`src/rtl/auto_con_pkg.sv`:
```
// -----------------------------------------------------------------------------
// auto_con_pkg
// Shared definitions for the engine coolant/oil fault indicator (auto_con).
//   - status_t     : status encoding driven on the status port (3 never used)
//   - RGB_*        : indicator colour constants, bit order {R,G,B}
//   - IDX_*        : bit positions of the four sensors in the fault vectors,
//                    vector order {ol,ot,cl,ct}
//   - classify()   : debounced fault vector -> status
//   - status_rgb() : steady indicator colour for a status
// -----------------------------------------------------------------------------
package auto_con_pkg;

    typedef enum logic [1:0] {
        STAT_OK   = 2'd0,
        STAT_WARN = 2'd1,
        STAT_CRIT = 2'd2
    } status_t;

    localparam logic [2:0] RGB_GREEN  = 3'b010;
    localparam logic [2:0] RGB_YELLOW = 3'b110;
    localparam logic [2:0] RGB_RED    = 3'b100;
    localparam logic [2:0] RGB_OFF    = 3'b000;

    localparam int NUM_SENSORS = 4;
    localparam int IDX_CT = 0;
    localparam int IDX_CL = 1;
    localparam int IDX_OT = 2;
    localparam int IDX_OL = 3;

    // Any over-temperature is critical; losing both coolant and oil level
    // together is critical; losing exactly one level is only a warning.
    function automatic status_t classify(input logic [NUM_SENSORS-1:0] faults);
        logic temp_fault;
        logic level_any;
        logic level_both;
        temp_fault = faults[IDX_CT] | faults[IDX_OT];
        level_any  = faults[IDX_CL] | faults[IDX_OL];
        level_both = faults[IDX_CL] & faults[IDX_OL];
        if (temp_fault || level_both) begin
            return STAT_CRIT;
        end else if (level_any) begin
            return STAT_WARN;
        end else begin
            return STAT_OK;
        end
    endfunction

    function automatic logic [2:0] status_rgb(input status_t s);
        case (s)
            STAT_WARN: return RGB_YELLOW;
            STAT_CRIT: return RGB_RED;
            default:   return RGB_GREEN;
        endcase
    endfunction

endpackage

```
`src/rtl/auto_con_if.sv`:
```
// -----------------------------------------------------------------------------
// auto_con_if
// Signal bundle between the sensor/host side and auto_con.
//   ct, cl, ot, ol  : raw fault inputs (asynchronous to clk), active-high
//   clr_sticky      : single-cycle synchronous request to clear sticky flags
//   rgb[2:0]        : indicator LED {R,G,B}
//   status[1:0]     : 0=OK, 1=WARN, 2=CRIT
//   fault_sticky[3:0]: latched faults, order {ol,ot,cl,ct}
// Modports: master drives the sensors and clear request, slave is auto_con.
// -----------------------------------------------------------------------------
interface auto_con_if;

    logic       ct;
    logic       cl;
    logic       ot;
    logic       ol;
    logic       clr_sticky;
    logic [2:0] rgb;
    logic [1:0] status;
    logic [3:0] fault_sticky;

    modport master (
        output ct, cl, ot, ol, clr_sticky,
        input  rgb, status, fault_sticky
    );

    modport slave (
        input  ct, cl, ot, ol, clr_sticky,
        output rgb, status, fault_sticky
    );

endinterface

```
`src/rtl/auto_con_debounce.sv`:
```
// -----------------------------------------------------------------------------
// auto_con_debounce
// Two-flop synchronizer followed by a consecutive-cycle debounce filter for a
// single asynchronous level input.
//   Parameter DEBOUNCE_CYCLES (1..255): synchronized cycles a new level must be
//   held before it is accepted.
//   Ports: clk, rst_n (async, active-low), din (raw async input),
//          dout (debounced level, registered).
// A new level sampled on edge 1 reaches dout on edge DEBOUNCE_CYCLES+2.
// -----------------------------------------------------------------------------
module auto_con_debounce #(
    parameter int DEBOUNCE_CYCLES = 4
) (
    input  logic clk,
    input  logic rst_n,
    input  logic din,
    output logic dout
);

    // The flip happens on the cycle the count would reach DEBOUNCE_CYCLES, so
    // compare against one less than that.
    localparam logic [7:0] CNT_LAST = 8'(DEBOUNCE_CYCLES - 1);

    logic       sync1_reg;
    logic       sync2_reg;
    logic       deb_reg;
    logic       deb_next;
    logic [7:0] cnt_reg;
    logic [7:0] cnt_next;

    always_ff @(posedge clk or negedge rst_n) begin
        if (!rst_n) begin
            sync1_reg <= 1'b0;
            sync2_reg <= 1'b0;
            deb_reg   <= 1'b0;
            cnt_reg   <= '0;
        end else begin
            sync1_reg <= din;
            sync2_reg <= sync1_reg;
            deb_reg   <= deb_next;
            cnt_reg   <= cnt_next;
        end
    end

    // Counter clears on any match and on acceptance, so only an unbroken run
    // of differing samples can flip the output.
    always_comb begin
        deb_next = deb_reg;
        cnt_next = '0;
        if (sync2_reg != deb_reg) begin
            if (cnt_reg == CNT_LAST) begin
                deb_next = ~deb_reg;
            end else begin
                cnt_next = cnt_reg + 8'd1;
            end
        end
    end

    assign dout = deb_reg;

endmodule

```
`src/rtl/auto_con.sv`:
```
// -----------------------------------------------------------------------------
// auto_con
// Engine coolant/oil fault indicator. Four asynchronous fault inputs are
// synchronized and debounced, classified into OK/WARN/CRIT, shown on an RGB
// indicator, and latched into sticky flags that a host can clear.
//   Parameters: DEBOUNCE_CYCLES (1..255), BLINK_HALF_PERIOD (1..65535)
//   Ports: clk, rst_n (async, active-low),
//          bus (auto_con_if.slave): ct, cl, ot, ol, clr_sticky in;
//                                   rgb, status, fault_sticky out (registered)
//   Build option: define AUTO_CON_BLINK_EN to blink red in CRIT
//   (BLINK_HALF_PERIOD cycles on, BLINK_HALF_PERIOD off, restarting red-on at
//   every CRIT entry). Without it CRIT shows steady red.
// -----------------------------------------------------------------------------
module auto_con
    import auto_con_pkg::*;
#(
    parameter int DEBOUNCE_CYCLES   = 4,
    parameter int BLINK_HALF_PERIOD = 8
) (
    input  logic        clk,
    input  logic        rst_n,
    auto_con_if.slave   bus
);

    logic [NUM_SENSORS-1:0] raw;
    logic [NUM_SENSORS-1:0] deb;

    assign raw = {bus.ol, bus.ot, bus.cl, bus.ct};

    generate
        for (genvar gi = 0; gi < NUM_SENSORS; gi++) begin : g_sensor
            auto_con_debounce #(
                .DEBOUNCE_CYCLES(DEBOUNCE_CYCLES)
            ) u_debounce (
                .clk  (clk),
                .rst_n(rst_n),
                .din  (raw[gi]),
                .dout (deb[gi])
            );
        end
    endgenerate

    status_t                status_reg;
    status_t                status_next;
    logic [2:0]             rgb_reg;
    logic [2:0]             rgb_next;
    logic [NUM_SENSORS-1:0] sticky_reg;
    logic [NUM_SENSORS-1:0] sticky_next;

    // A clear only drops bits whose debounced fault is already gone: OR-ing
    // the live faults back in makes set win over a simultaneous clear.
    always_comb begin
        status_next = classify(deb);
        sticky_next = deb | (bus.clr_sticky ? '0 : sticky_reg);
    end

`ifdef AUTO_CON_BLINK_EN
    localparam logic [15:0] BLINK_LAST = 16'(BLINK_HALF_PERIOD - 1);

    logic [15:0] blink_cnt_reg;
    logic [15:0] blink_cnt_next;
    logic        blink_off_reg;
    logic        blink_off_next;

    // Counter and phase stay at zero/red-on unless CRIT continues from the
    // previous cycle, so every CRIT entry starts with a full red phase.
    always_comb begin
        blink_cnt_next = '0;
        blink_off_next = 1'b0;
        rgb_next       = status_rgb(status_next);
        if (status_next == STAT_CRIT && status_reg == STAT_CRIT) begin
            if (blink_cnt_reg == BLINK_LAST) begin
                blink_off_next = ~blink_off_reg;
            end else begin
                blink_cnt_next = blink_cnt_reg + 16'd1;
                blink_off_next = blink_off_reg;
            end
            if (blink_off_next) begin
                rgb_next = RGB_OFF;
            end
        end
    end

    always_ff @(posedge clk or negedge rst_n) begin
        if (!rst_n) begin
            blink_cnt_reg <= '0;
            blink_off_reg <= 1'b0;
        end else begin
            blink_cnt_reg <= blink_cnt_next;
            blink_off_reg <= blink_off_next;
        end
    end
`else
    always_comb begin
        rgb_next = status_rgb(status_next);
    end
`endif

    // status and rgb come from the same debounced vector and load on the same
    // edge, so the indicator and the status code never disagree.
    always_ff @(posedge clk or negedge rst_n) begin
        if (!rst_n) begin
            status_reg <= STAT_OK;
            rgb_reg    <= RGB_GREEN;
            sticky_reg <= '0;
        end else begin
            status_reg <= status_next;
            rgb_reg    <= rgb_next;
            sticky_reg <= sticky_next;
        end
    end

    assign bus.rgb          = rgb_reg;
    assign bus.status       = status_reg;
    assign bus.fault_sticky = sticky_reg;

endmodule

```
`src/flat_wrapper.sv`:
```
// flat-port wrapper written by rule: the top's interface ports become plain ports
module auto_con_flat import auto_con_pkg::*;
#(
    parameter int DEBOUNCE_CYCLES   = 4,
    parameter int BLINK_HALF_PERIOD = 8
)
  (clk, rst_n, bus_ct, bus_cl, bus_ot, bus_ol, bus_clr_sticky, bus_rgb, bus_status, bus_fault_sticky);
  auto_con_if bus_i ();
  input  logic clk;
  input  logic rst_n;
  input wire logic [$bits(bus_i.ct)-1:0] bus_ct;
  input wire logic [$bits(bus_i.cl)-1:0] bus_cl;
  input wire logic [$bits(bus_i.ot)-1:0] bus_ot;
  input wire logic [$bits(bus_i.ol)-1:0] bus_ol;
  input wire logic [$bits(bus_i.clr_sticky)-1:0] bus_clr_sticky;
  output wire logic [$bits(bus_i.rgb)-1:0] bus_rgb;
  output wire logic [$bits(bus_i.status)-1:0] bus_status;
  output wire logic [$bits(bus_i.fault_sticky)-1:0] bus_fault_sticky;
  assign bus_i.ct = bus_ct;
  assign bus_i.cl = bus_cl;
  assign bus_i.ot = bus_ot;
  assign bus_i.ol = bus_ol;
  assign bus_i.clr_sticky = bus_clr_sticky;
  assign bus_rgb = bus_i.rgb;
  assign bus_status = bus_i.status;
  assign bus_fault_sticky = bus_i.fault_sticky;
  auto_con #(.DEBOUNCE_CYCLES(DEBOUNCE_CYCLES), .BLINK_HALF_PERIOD(BLINK_HALF_PERIOD)) u_core (.clk(clk), .rst_n(rst_n), .bus(bus_i));
endmodule
```
`config.mk`:
```
export PLATFORM = sky130hd
export DESIGN_NAME = auto_con_flat
export DESIGN_NICKNAME = d
export VERILOG_FILES = /design/src/rtl/auto_con_pkg.sv /design/src/rtl/auto_con_if.sv /design/src/rtl/auto_con_debounce.sv /design/src/rtl/auto_con.sv /design/src/flat_wrapper.sv
export SDC_FILE = /design/constraint.sdc
export NUM_CORES = 1
export LEC_CHECK = 0
export CORE_UTILIZATION = 48
export DETAILED_ROUTE_END_ITERATION = 10
export PLACE_DENSITY = 0.67
export SYNTH_ARGS = -nofsm -noshare
export SYNTH_HDL_FRONTEND = slang
export SYNTH_HIERARCHICAL = 1
export SYNTH_SLANG_ARGS = --single-unit
```
`constraint.sdc`:
```
create_clock -name clk -period 2.4 [get_ports clk]
set_input_delay 0.36 -clock clk [delete_from_list [all_inputs] [get_ports clk]]
set_output_delay 0.36 -clock clk [all_outputs]
set_load 0.02 [all_outputs]
```
### Yosys cells after proc, flatten, opt, wreduce, memory -nomap -nowiden

Index checks and enable logic that the tools add are counted.
W data, S select, Z words.

* $add $sub $neg: 4
* bitwise gates (word level): 8
* reduce and logical (&&, ||, !) cells: 5
* equality and inequality tests: 10
* muxes and demuxes: 12

Operators with widths (number)
* $mux W8: 8
* $add A8 B1 Y8 const B: 4
* $eq A8 B2 Y1 const B: 4
* $reduce_and A2 Y1: 4
* $pmux W3 S2: 1
* $mux W4: 1
* $ne A1 B1 Y1: 4
* $not A1 Y1: 4
* $or A4 B4 Y4: 1
* $eq A2 B1 Y1 const B: 1
* $eq A2 B2 Y1 const B: 1
* $mux W2: 1
* $or A1 B1 Y1: 2
* $and A1 B1 Y1: 1
* $logic_or A1 B1 Y1: 1
* $mux W1: 1

* output and inout port bits: 9
* register bits: 53

### Logic depth before layout (Yosys ltp)

Gate-level depths: netlist of the first run.

* depth after elaboration: 5
* gate-level depth with buffers: 4
* gate-level depth less buffers: 4

### Hierarchy

The synthesis of the first run kept the hierarchy.

Modules (own cells, without submodules)
* auto_con_debounce: cells an instance 44, area an instance 493.0 µm², sequential area each 275.3 µm², instances 4
* auto_con: cells an instance 20, area an instance 280.3 µm², sequential area each 201.4 µm², instances 1

### Worst setup path before layout of the first run

No wires, ideal clock.

* kind: reg-to-reg
* start: register u_core.g_sensor[0].u_debounce.cnt_reg[0]
* end: register u_core.g_sensor[0].u_debounce.deb_reg
* cell stages (with the launch flop): 5
* library setup time: 0.125 ns
* buffers on the path: 0
* slack: 1.128 ns
* arrival: 1.148 ns
* cells stage by stage: dfrtp_1 ha_1 nor4b_2 nand2_1 mux2_2

* word-level cells in the longest chain between the ends: 2

Ends and longest elaborated chain
* start: declaration: line auto_con_debounce.sv:28 `logic [7:0] cnt_reg;`
* start signal: assignment: line auto_con_debounce.sv:41 `cnt_reg <= cnt_next;`
* $eq A8 B2 Y1: line auto_con_debounce.sv:51 `if (cnt_reg == CNT_LAST) begin`
* $reduce_and A2 Y1 (no line)
* end signal: assignment: line auto_con_debounce.sv:40 `deb_reg <= deb_next;`
* end: declaration: line auto_con_debounce.sv:26 `logic deb_reg;`

Every way passes these cells.
A chain may end at the register's enable or synchronous reset.

### Final worst setup path of the first run

* start: register u_core.rgb_reg[1], in the netlist u_core/bus.rgb[1]
* end: output port bus_rgb[1]

RTL lines
* start: declaration: line auto_con.sv:45 `logic [2:0] rgb_reg;`
* start signal: assignment: line auto_con.sv:108 `rgb_reg <= rgb_next;`
* end: declaration: line flat_wrapper.sv:16 `output wire logic [$bits(bus_i.rgb)-1:0] bus_rgb;`

No word-level cell between the ends.

==> flow_summary.ini, run 1 <==
[status]
status = finished clean

[min_path]
hold_class = primary input to async pin

[die]
ioPinCount = 16
coreArea_um2 = 4440
placementRows = 24
initial_core_util = 0.507
dieArea_um2 = 4970
die_x_um = 70.5
die_y_um = 70.5

[timing]
drv_slew = 0
fmax_mhz = 564
fin_crit_sh = 0.738
clock_skew_ns = 0.00505
fin_tns_setup_ns = 0
slew_headroom = 0.481
final_hold_viol_count = 0
setup_viol = 0
rsz0062_at_grt = false
fin_crit_ns = 1.77
worst_slew_pin_slew_ns = 0.778

[cts]
clock_path_buffers = 2
ctsResizeCount = 0
cts_hold_buf = 0
clockRootBuffer = clkbuf_8
cts-buffers-inserted = 5
h-tree-depth = 2
clk_pin_slew_ns = 0.09
post_cts_buffers = 0
cts_tree = built
clkLatencyLatePin_ns = 0.29
clock-sinks = 52

[setup_path]
cpLargestDelayFamily = buffers and inverters
cp_cell_sequence = clkdlybuf4s50_1
critPathMaxFanout = 1
crit_path_start_kind = register
crit_slowest_cell = clkdlybuf4s50_1
setup.worst_path.class = register to primary output
path_buf_inv = 1
critPathArrivalTime_ns = 1.41
crit_required_ns = 2.04
critPathMaxStageDelay_ns = 0.59
endpoint_kind = primary output

[global_routing]
grt_usage = 0.178
grt_overflow_total = 0
antenna_found_initial = 0
grt_pass1_vias = 1567
grt_pass1_wl_um = 6780
grt_max_degree = 38

[synthesis]
yosysUniqueCellTypes = 23
yosysSeqAreaShare = 0.578
synth_area_um2 = 2250
synth-seq-cells = 52
ys_warn_count = 6
syn_avg_cell_area_um2 = 11.5
synth_cells = 196
synth_nets = 211

[detailed_routing]
drtAntennaViolNets = 0
vias = 1511
wl_per_cell_um = 14.2
wl_um = 3860
drc = 0
vias_per_cell = 5.58
firstDrtPassIters = 4
drtIter0Drc = 79

[layout]
multi_input_area_um2 = 905
area_growth_pct = 13.7
final_util = 0.576
largest_reg_flops = 32
fillCellCount = 400
drive_above_1_share = 0.128
nNetsFinal = 233
layout.area.seq_um2 = 1300
antennaDiodeCount = 0

[power_and_ir_drop]
peakVddDrop_mv = 0.694
power_density_nw_per_um2 = 963
finalPower_mw = 2.47
power_leakage_nw = 1.13

[place]
gp_congestion = 0.812
portBuffers = 14
place.detailed.hpwl_um = 2780

[flow_run]
maxCapViolCount = 0
[synth_stat cells]
cell type	n	area share
o21ai_0	12	0.027
or4_1	1	0.0033
nand2_1	8	0.013
a21oi_2	4	0.016
xor2_1	8	0.031
dfstp_2	1	0.012
nor2_1	20	0.033
buf_4	1	0.0033
a21o_1	7	0.023
ha_1	8	0.044
xnor2_1	9	0.035
nor3_1	5	0.011
nand4_2	4	0.022
conb_1	1	0.0017
a21oi_1	8	0.018
nand3_1	16	0.036
a211oi_1	1	0.0033
dfrtp_1	51	0.57
or3_1	12	0.033
a21o_2	1	0.0039
mux2_2	4	0.020
nor4b_2	4	0.027
inv_1	10	0.017
[final timing paths]
kind / from / to / slack, ns / depth (start not counted)
worst min-delay path: rst_n / u_core/g_sensor[0].u_debounce/cnt_reg[6]$_DFF_PN0_ / 0.14 / 1
worst min register to register: u_core/g_sensor[2].u_debounce/sync1_reg$_DFF_PN0_ / u_core/g_sensor[2].u_debounce/sync2_reg$_DFF_PN0_ / 0.35 / 0
worst max-delay path: u_core/bus.rgb[1]$_DFF_PN1_ / bus_rgb[1] / 0.63 / 1
worst max register to register: u_core/g_sensor[3].u_debounce/cnt_reg[0]$_DFF_PN0_ / u_core/g_sensor[3].u_debounce/dout$_DFFE_PN0P_ / 0.98 / 4
max in group asynchronous: rst_n / u_core/g_sensor[1].u_debounce/cnt_reg[3]$_DFF_PN0_ / 1.64 / 2
min in group clk: u_core/g_sensor[2].u_debounce/sync1_reg$_DFF_PN0_ / u_core/g_sensor[2].u_debounce/sync2_reg$_DFF_PN0_ / 0.35 / 0
[placed cells by master (no fill, tap or decap), types with 2 or more instances in the layout]
| cell | count |
|---|---|
| xor2_1 | 8 |
| a21oi_2 | 4 |
| ha_1 | 8 |
| nand2_1 | 8 |
| mux2_2 | 4 |
| nor2_1 | 20 |
| nor3_1 | 5 |
| xnor2_1 | 9 |
| clkbuf_8 | 7 |
| a21oi_1 | 8 |
| nand4_2 | 4 |
| or3_1 | 12 |
| nand3_1 | 16 |
| clkdlybuf4s50_1 | 13 |
| dfrtp_1 | 51 |
| o21ai_0 | 12 |
| buf_4 | 2 |
| a21o_1 | 7 |
| inv_1 | 10 |
| nor4b_2 | 4 |
[power by group]
group	leakage, nW	total (mW)	internal (mW)	switching, mW
sequential	0.668	1.27	1.05	0.217
clock	0.0515	0.523	0.263	0.260
combinational	0.416	0.670	0.317	0.353
[cell type report]
class	instances	share of cell area
multi-input combinational	133	0.353
tap	52	0.0254
clock buffer	8	0.0391
inverter	10	0.0147
timing repair buffer	16	0.0587
sequential	52	0.509
[through the flow]
| step | hold slack [ns] | worst slack [ns] | cells | instance area, µm² |
|---|---|---|---|---|
| finish | 0.135 | 0.628 | 271 | 2560 |
| global route | 0.193 | 0.595 | 271 | 2560 |
| CTS | 0.166 | 0.614 | 271 | 2560 |
| detailed placement | 0.336 | 0.961 | 263 | 2460 |
| global placement | 0.333 | 0.948 | 263 | 2460 |
| floorplan | 0.0644 | 1.13 | 196 | 2250 |
[metal layers]
metal  part of all wire  wire length [µm]  up-vias  track usage
met5                  0                 0        -            0
met4              0.018                71        0       0.0726
met2               0.50              1940       30        0.300
li1                   -                 -      717            -
met3              0.055               212        8       0.0577
met1               0.42              1640      756        0.210
[kinds of logic (layout without fill, tap and decap cells)]
kind of cell,Yosys count,count (layout),share of synthesized area
adder cells (fa/ha/maj),8,8,0.0444
other,1,1,0.00167
multiplexers,4,4,0.0200
flip-flops,52,52,0.578
AO/OA/AOI/OAI,33,33,0.0906
XOR/XNOR,17,17,0.0661
buffers and inverters,11,34,0.0200
AND/OR/NAND/NOR,70,70,0.179
Note: power is estimated with default switching activity, not from simulation.
==> inputs of run 2 (changes only) <==
Clock period 2.4 ns to 1.7 ns, I/O delays scaled along.
==> run 2 against run 1 <==
Net effect:
- register-to-register slack lost 0.68 ns
- final area grew 0.44%
- wire length shrank 1.2%
- combinational power grew 40%
- sequential share of layout area shrank 0.22 points
- non-clock buffer count is the same
- cell count is the same
- highest routed layer unchanged
- critical path type unchanged
- largest cell class unchanged
==> flow_summary.ini, run 2 (synthesis gave the netlist of run 1 again) <==
[detailed_routing]
drtAntennaViolNets = 0
wl_met2_um = 1770
firstDrtPassIters = 4
drtIter0Drc = 69
wl_um = 3810
wl_per_cell_um = 14.1
dr_wl_met3_um = 148
vias_per_cell = 5.37
wl_met1_um = 1850
drc = 0
top_layer = met4
vias = 1454

[power_and_ir_drop]
finalPower_mw = 3.44
p_int_mw = 2.27
power_frac_comb = 0.272
p_sw_mw = 1.17
power_density_nw_per_um2 = 1340
p_clk_frac = 0.207
switching_share = 0.341
power_leakage_nw = 1.15
share_seq_of_total_power = 0.522
peakVddDrop_mv = 0.788

[timing]
fmax_mhz = 653
clock_skew_ns = 0.00716
fin_crit_sh = 0.900
worst_hold_slack_ns = 0.350
layout_setup_ws_ns = 0.169
rsz0062_at_grt = false
fin_tns_setup_ns = 0
setup_viol = 0
final_hold_viol_count = 0
fin_crit_ns = 1.53
drv_slew = 0

[layout]
area_growth_pct = 14.2
mostFrequentLayoutCell = dfrtp_1
fillCellCount = 403
drive_above_1_share = 0.123
antennaDiodeCount = 0
final_cell_mix = dfrtp_1 (51), nor2_1 (20), nand3_1 (16)
largest_reg_flops = 32
nNetsFinal = 233

[setup_path]
crit_slowest_cell = clkdlybuf4s50_1
cpLargestDelayFamily = buffers and inverters
setup.worst_path.class = register to primary output
critPathMaxFanout = 2
critPathMaxStageDelay_ns = 0.62
endpoint_kind = primary output
crit_path_start_kind = register
critPathArrivalTime_ns = 1.28
path_buf_inv = 1
cp_cell_sequence = clkdlybuf4s50_1
crit_required_ns = 1.44

[cts]
post_cts_buffers = 0
clock-sinks = 52
clk_pin_slew_ns = 0.09
clock_path_buffers = 2
cts_tree = built
clockRootBuffer = clkbuf_8
clkLatencyLatePin_ns = 0.30
cts-buffers-inserted = 5
h-tree-depth = 2

[min_path]
hold_class = register to register

[die]
dieArea_um2 = 4970
initial_core_util = 0.507
die_x_um = 70.5
die_y_um = 70.5
ioPinCount = 16
coreArea_um2 = 4440
placementRows = 24

[global_routing]
antenna_found_initial = 0
grt_max_degree = 53
grt_usage = 0.176
grt_overflow_total = 0
grt_pass1_vias = 1550
grt_pass1_wl_um = 6800

[place]
place_ws_ns = 0.326
gp_congestion = 0.772
portBuffers = 14
place.detailed.hpwl_um = 2690

[flow_run]
maxCapViolCount = 0

[status]
status = finished clean
## run 2: cell type report
type | instances | area, µm² | area share
Sequential cell | 52 | 1300 | 0.507
Multi-Input combinational cell | 133 | 905 | 0.352
Timing Repair Buffer | 16 | 168 | 0.0652
Clock buffer | 7 | 86.3 | 0.0336
Tap cell | 52 | 65.1 | 0.0253
Inverter | 10 | 37.5 | 0.0146
Clock inverter | 1 | 7.51 | 0.00292
## run 2: per-layer routing
metal,GRT usage,vias to the layer above
met5,0,-
met1,0.233,696
met3,0.0433,6
met2,0.284,31
met4,0.0590,0
li1,-,721
## run 2: worst paths after layout
check,from,to,slack (ns),cells past startpoint
min reg2reg,u_core/g_sensor[0].u_debounce/sync1_reg$_DFF_PN0_,u_core/g_sensor[0].u_debounce/sync2_reg$_DFF_PN0_,0.35,0
min in group asynchronous,rst_n,u_core/g_sensor[0].u_debounce/cnt_reg[2]$_DFF_PN0_,0.46,3
max,u_core/bus.fault_sticky[2]$_DFF_PN0_,bus_fault_sticky[2],0.17,1
max in group asynchronous,rst_n,u_core/bus.rgb[1]$_DFF_PN1_,0.94,3
max reg2reg,u_core/g_sensor[1].u_debounce/cnt_reg[0]$_DFF_PN0_,u_core/g_sensor[1].u_debounce/cnt_reg[2]$_DFF_PN0_,0.30,4
min,u_core/g_sensor[0].u_debounce/sync1_reg$_DFF_PN0_,u_core/g_sensor[0].u_debounce/sync2_reg$_DFF_PN0_,0.35,0
## run 2: what timing repair did
action,in CTS,in global routing
endpoints found under the hold margin,51,0
hold buffers,1,0
endpoints found under the setup margin,0,1
gates resized for setup,0,1
## run 2: power groups by stage
stage          registers, mW  clock network [mW]  logic [mW]
6_report                1.80               0.711       0.935
5_1_grt                 1.84               0.781        1.06
4_1_cts                 1.80               0.745       0.950
3_5_place_dp            1.82                   0       0.942
3_3_place_gp            1.80                   0       0.924
2_1_floorplan           1.85                   0       0.528
## run 2: through the flow
stage,cell area (µm²),instances,utilization
2_1_floorplan,2250,196,-
6_report,2570,271,0.579
3_3_place_gp,2460,262,0.555
5_1_grt,2570,271,0.579
4_1_cts,2570,271,0.578
3_5_place_dp,2460,262,0.555
==> inputs of run 3 (changes only) <==
Settings changed: CORE_MARGIN from default to 10, CORE_UTILIZATION 48 to 53, PLACE_DENSITY 0.67 to 0.73.
==> run 3 against run 2 <==
Net effect:
- non-clock buffer count unchanged
- clock skew about the same
- worst hold slack improved by 0.0047 ns
- sequential cell count unchanged
- via count increased by 0.96%
- global-route usage decreased by 6.6 points
- utilization increased by 5.9 points
- sequential share of layout area decreased by 0.29 points
- cell count decreased by 0.74%
- clock power increased by 16%
- critical endpoint is now bus_fault_sticky[3]
- worst setup slack got worse by 0.015 ns
==> flow_summary.ini, run 3 (synthesis gave the netlist of run 1 again) <==
[status]
status = finished clean

[power_and_ir_drop]
power_density_nw_per_um2 = 1370
finalPower_mw = 3.55
power_leakage_nw = 1.16
peakVddDrop_mv = 0.764

[detailed_routing]
vias = 1468
firstDrtPassIters = 4
vias_per_cell = 5.46
wl_um = 3800
drc = 0
drtIter0Drc = 31
wl_per_cell_um = 14.1
drtAntennaViolNets = 0

[place]
place_ws_ns = 0.326
gp_congestion = 0.772
dp.cells = 260
portBuffers = 14
place.detailed.hpwl_um = 2770
placedInstanceArea_um2 = 2460

[timing]
fin_crit_sh = 0.909
setup_viol = 0
fin_tns_setup_ns = 0
drv_slew = 0
slew_headroom = 0.645
clock_skew_ns = 0.00704
rsz0062_at_grt = false
fmax_mhz = 647
layout_setup_ws_ns = 0.154
fin_crit_ns = 1.55
final_hold_viol_count = 0
worst_slew_pin_slew_ns = 0.532
worst_hold_slack_ns = 0.355

[layout]
largest_reg_flops = 32
final_cell_mix = dfrtp_1 (51), nor2_1 (20), nand3_1 (16)
layout.area.seq_um2 = 1300
antennaDiodeCount = 0
multi_input_area_um2 = 905
drive_above_1_share = 0.128
layout.cells.non_filler = 269
mostFrequentLayoutCell = dfrtp_1
area_growth_pct = 14.8
nNetsFinal = 233
fillCellCount = 319
fin_area_um2 = 2590
final_util = 0.637

[setup_path]
path_buf_inv = 1
critPathMaxStageDelay_ns = 0.62
cp_cell_sequence = clkdlybuf4s50_1
crit_required_ns = 1.44
cpLargestDelayFamily = buffers and inverters
critPathArrivalTime_ns = 1.29
critPathMaxFanout = 2
crit_path_start_kind = register
setup.worst_path.class = register to primary output
crit_slowest_cell = clkdlybuf4s50_1
endpoint_kind = primary output

[global_routing]
antenna_found_initial = 0
grt_max_degree = 30
grt_usage = 0.110
grt_pass1_wl_um = 6730
grt_pass1_vias = 1488
grt_overflow_total = 0

[cts]
h-tree-depth = 2
clk_pin_slew_ns = 0.09
clkLatencyLatePin_ns = 0.30
clock-sinks = 52
clock_path_buffers = 2
cts-buffers-inserted = 5
clockRootBuffer = clkbuf_8
cts_tree = built

[die]
dieArea_um2 = 7260
initial_core_util = 0.555
placementRows = 23
die_y_um = 85.2
coreArea_um2 = 4060
ioPinCount = 16
die_x_um = 85.2

[min_path]
hold_class = register to register

[flow_run]
maxCapViolCount = 0
run 3: final timing paths:
check	startpoint	endpoint	slack, ns	cells after the start
max in group asynchronous	rst_n	u_core/g_sensor[1].u_debounce/cnt_reg[1]$_DFF_PN0_	0.70	3
worst max-delay path	u_core/bus.fault_sticky[3]$_DFF_PN0_	bus_fault_sticky[3]	0.15	1
worst max register to register	u_core/g_sensor[2].u_debounce/cnt_reg[0]$_DFF_PN0_	u_core/g_sensor[2].u_debounce/cnt_reg[6]$_DFF_PN0_	0.31	4
worst min-delay path	u_core/g_sensor[2].u_debounce/sync1_reg$_DFF_PN0_	u_core/g_sensor[2].u_debounce/sync2_reg$_DFF_PN0_	0.35	0
worst min register to register	u_core/g_sensor[2].u_debounce/sync1_reg$_DFF_PN0_	u_core/g_sensor[2].u_debounce/sync2_reg$_DFF_PN0_	0.35	0
min in group asynchronous	rst_n	u_core/bus.fault_sticky[3]$_DFF_PN0_	0.47	2
run 3: routing by layer:
metal / wire length (µm) / up-vias / global-route usage / part of all wire
met2: 1850 / 41 / 0.185 / 0.49
met5: 0 / - / 0 / 0
li1: - / 717 / - / -
met4: 21 / 0 / 0.0314 / 0.0055
met3: 204 / 4 / 0.0335 / 0.054
met1: 1730 / 706 / 0.132 / 0.45
run 3: repair_timing:
action | in CTS | in global routing
hold buffers | 1 | 0
endpoints found under the hold margin | 22 | 0
setup buffers | 0 | 0
endpoints found under the setup margin | 0 | 1
resized for setup | 0 | 1
run 3: cell type report:
| cell class | count | share of cell area |
|---|---|---|
| sequential | 52 | 0.504 |
| multi-input combinational | 133 | 0.350 |
| timing repair buffer | 16 | 0.0648 |
| clock buffer | 5 | 0.0266 |
| tap | 50 | 0.0242 |
| clock inverter | 3 | 0.0164 |
| inverter | 10 | 0.0145 |
run 3: report_power, final:
| group | total (mW) | switching, mW | internal, mW |
|---|---|---|---|
| Clock | 0.826 | 0.391 | 0.436 |
| Combinational | 0.941 | 0.492 | 0.448 |
| Sequential | 1.79 | 0.297 | 1.49 |
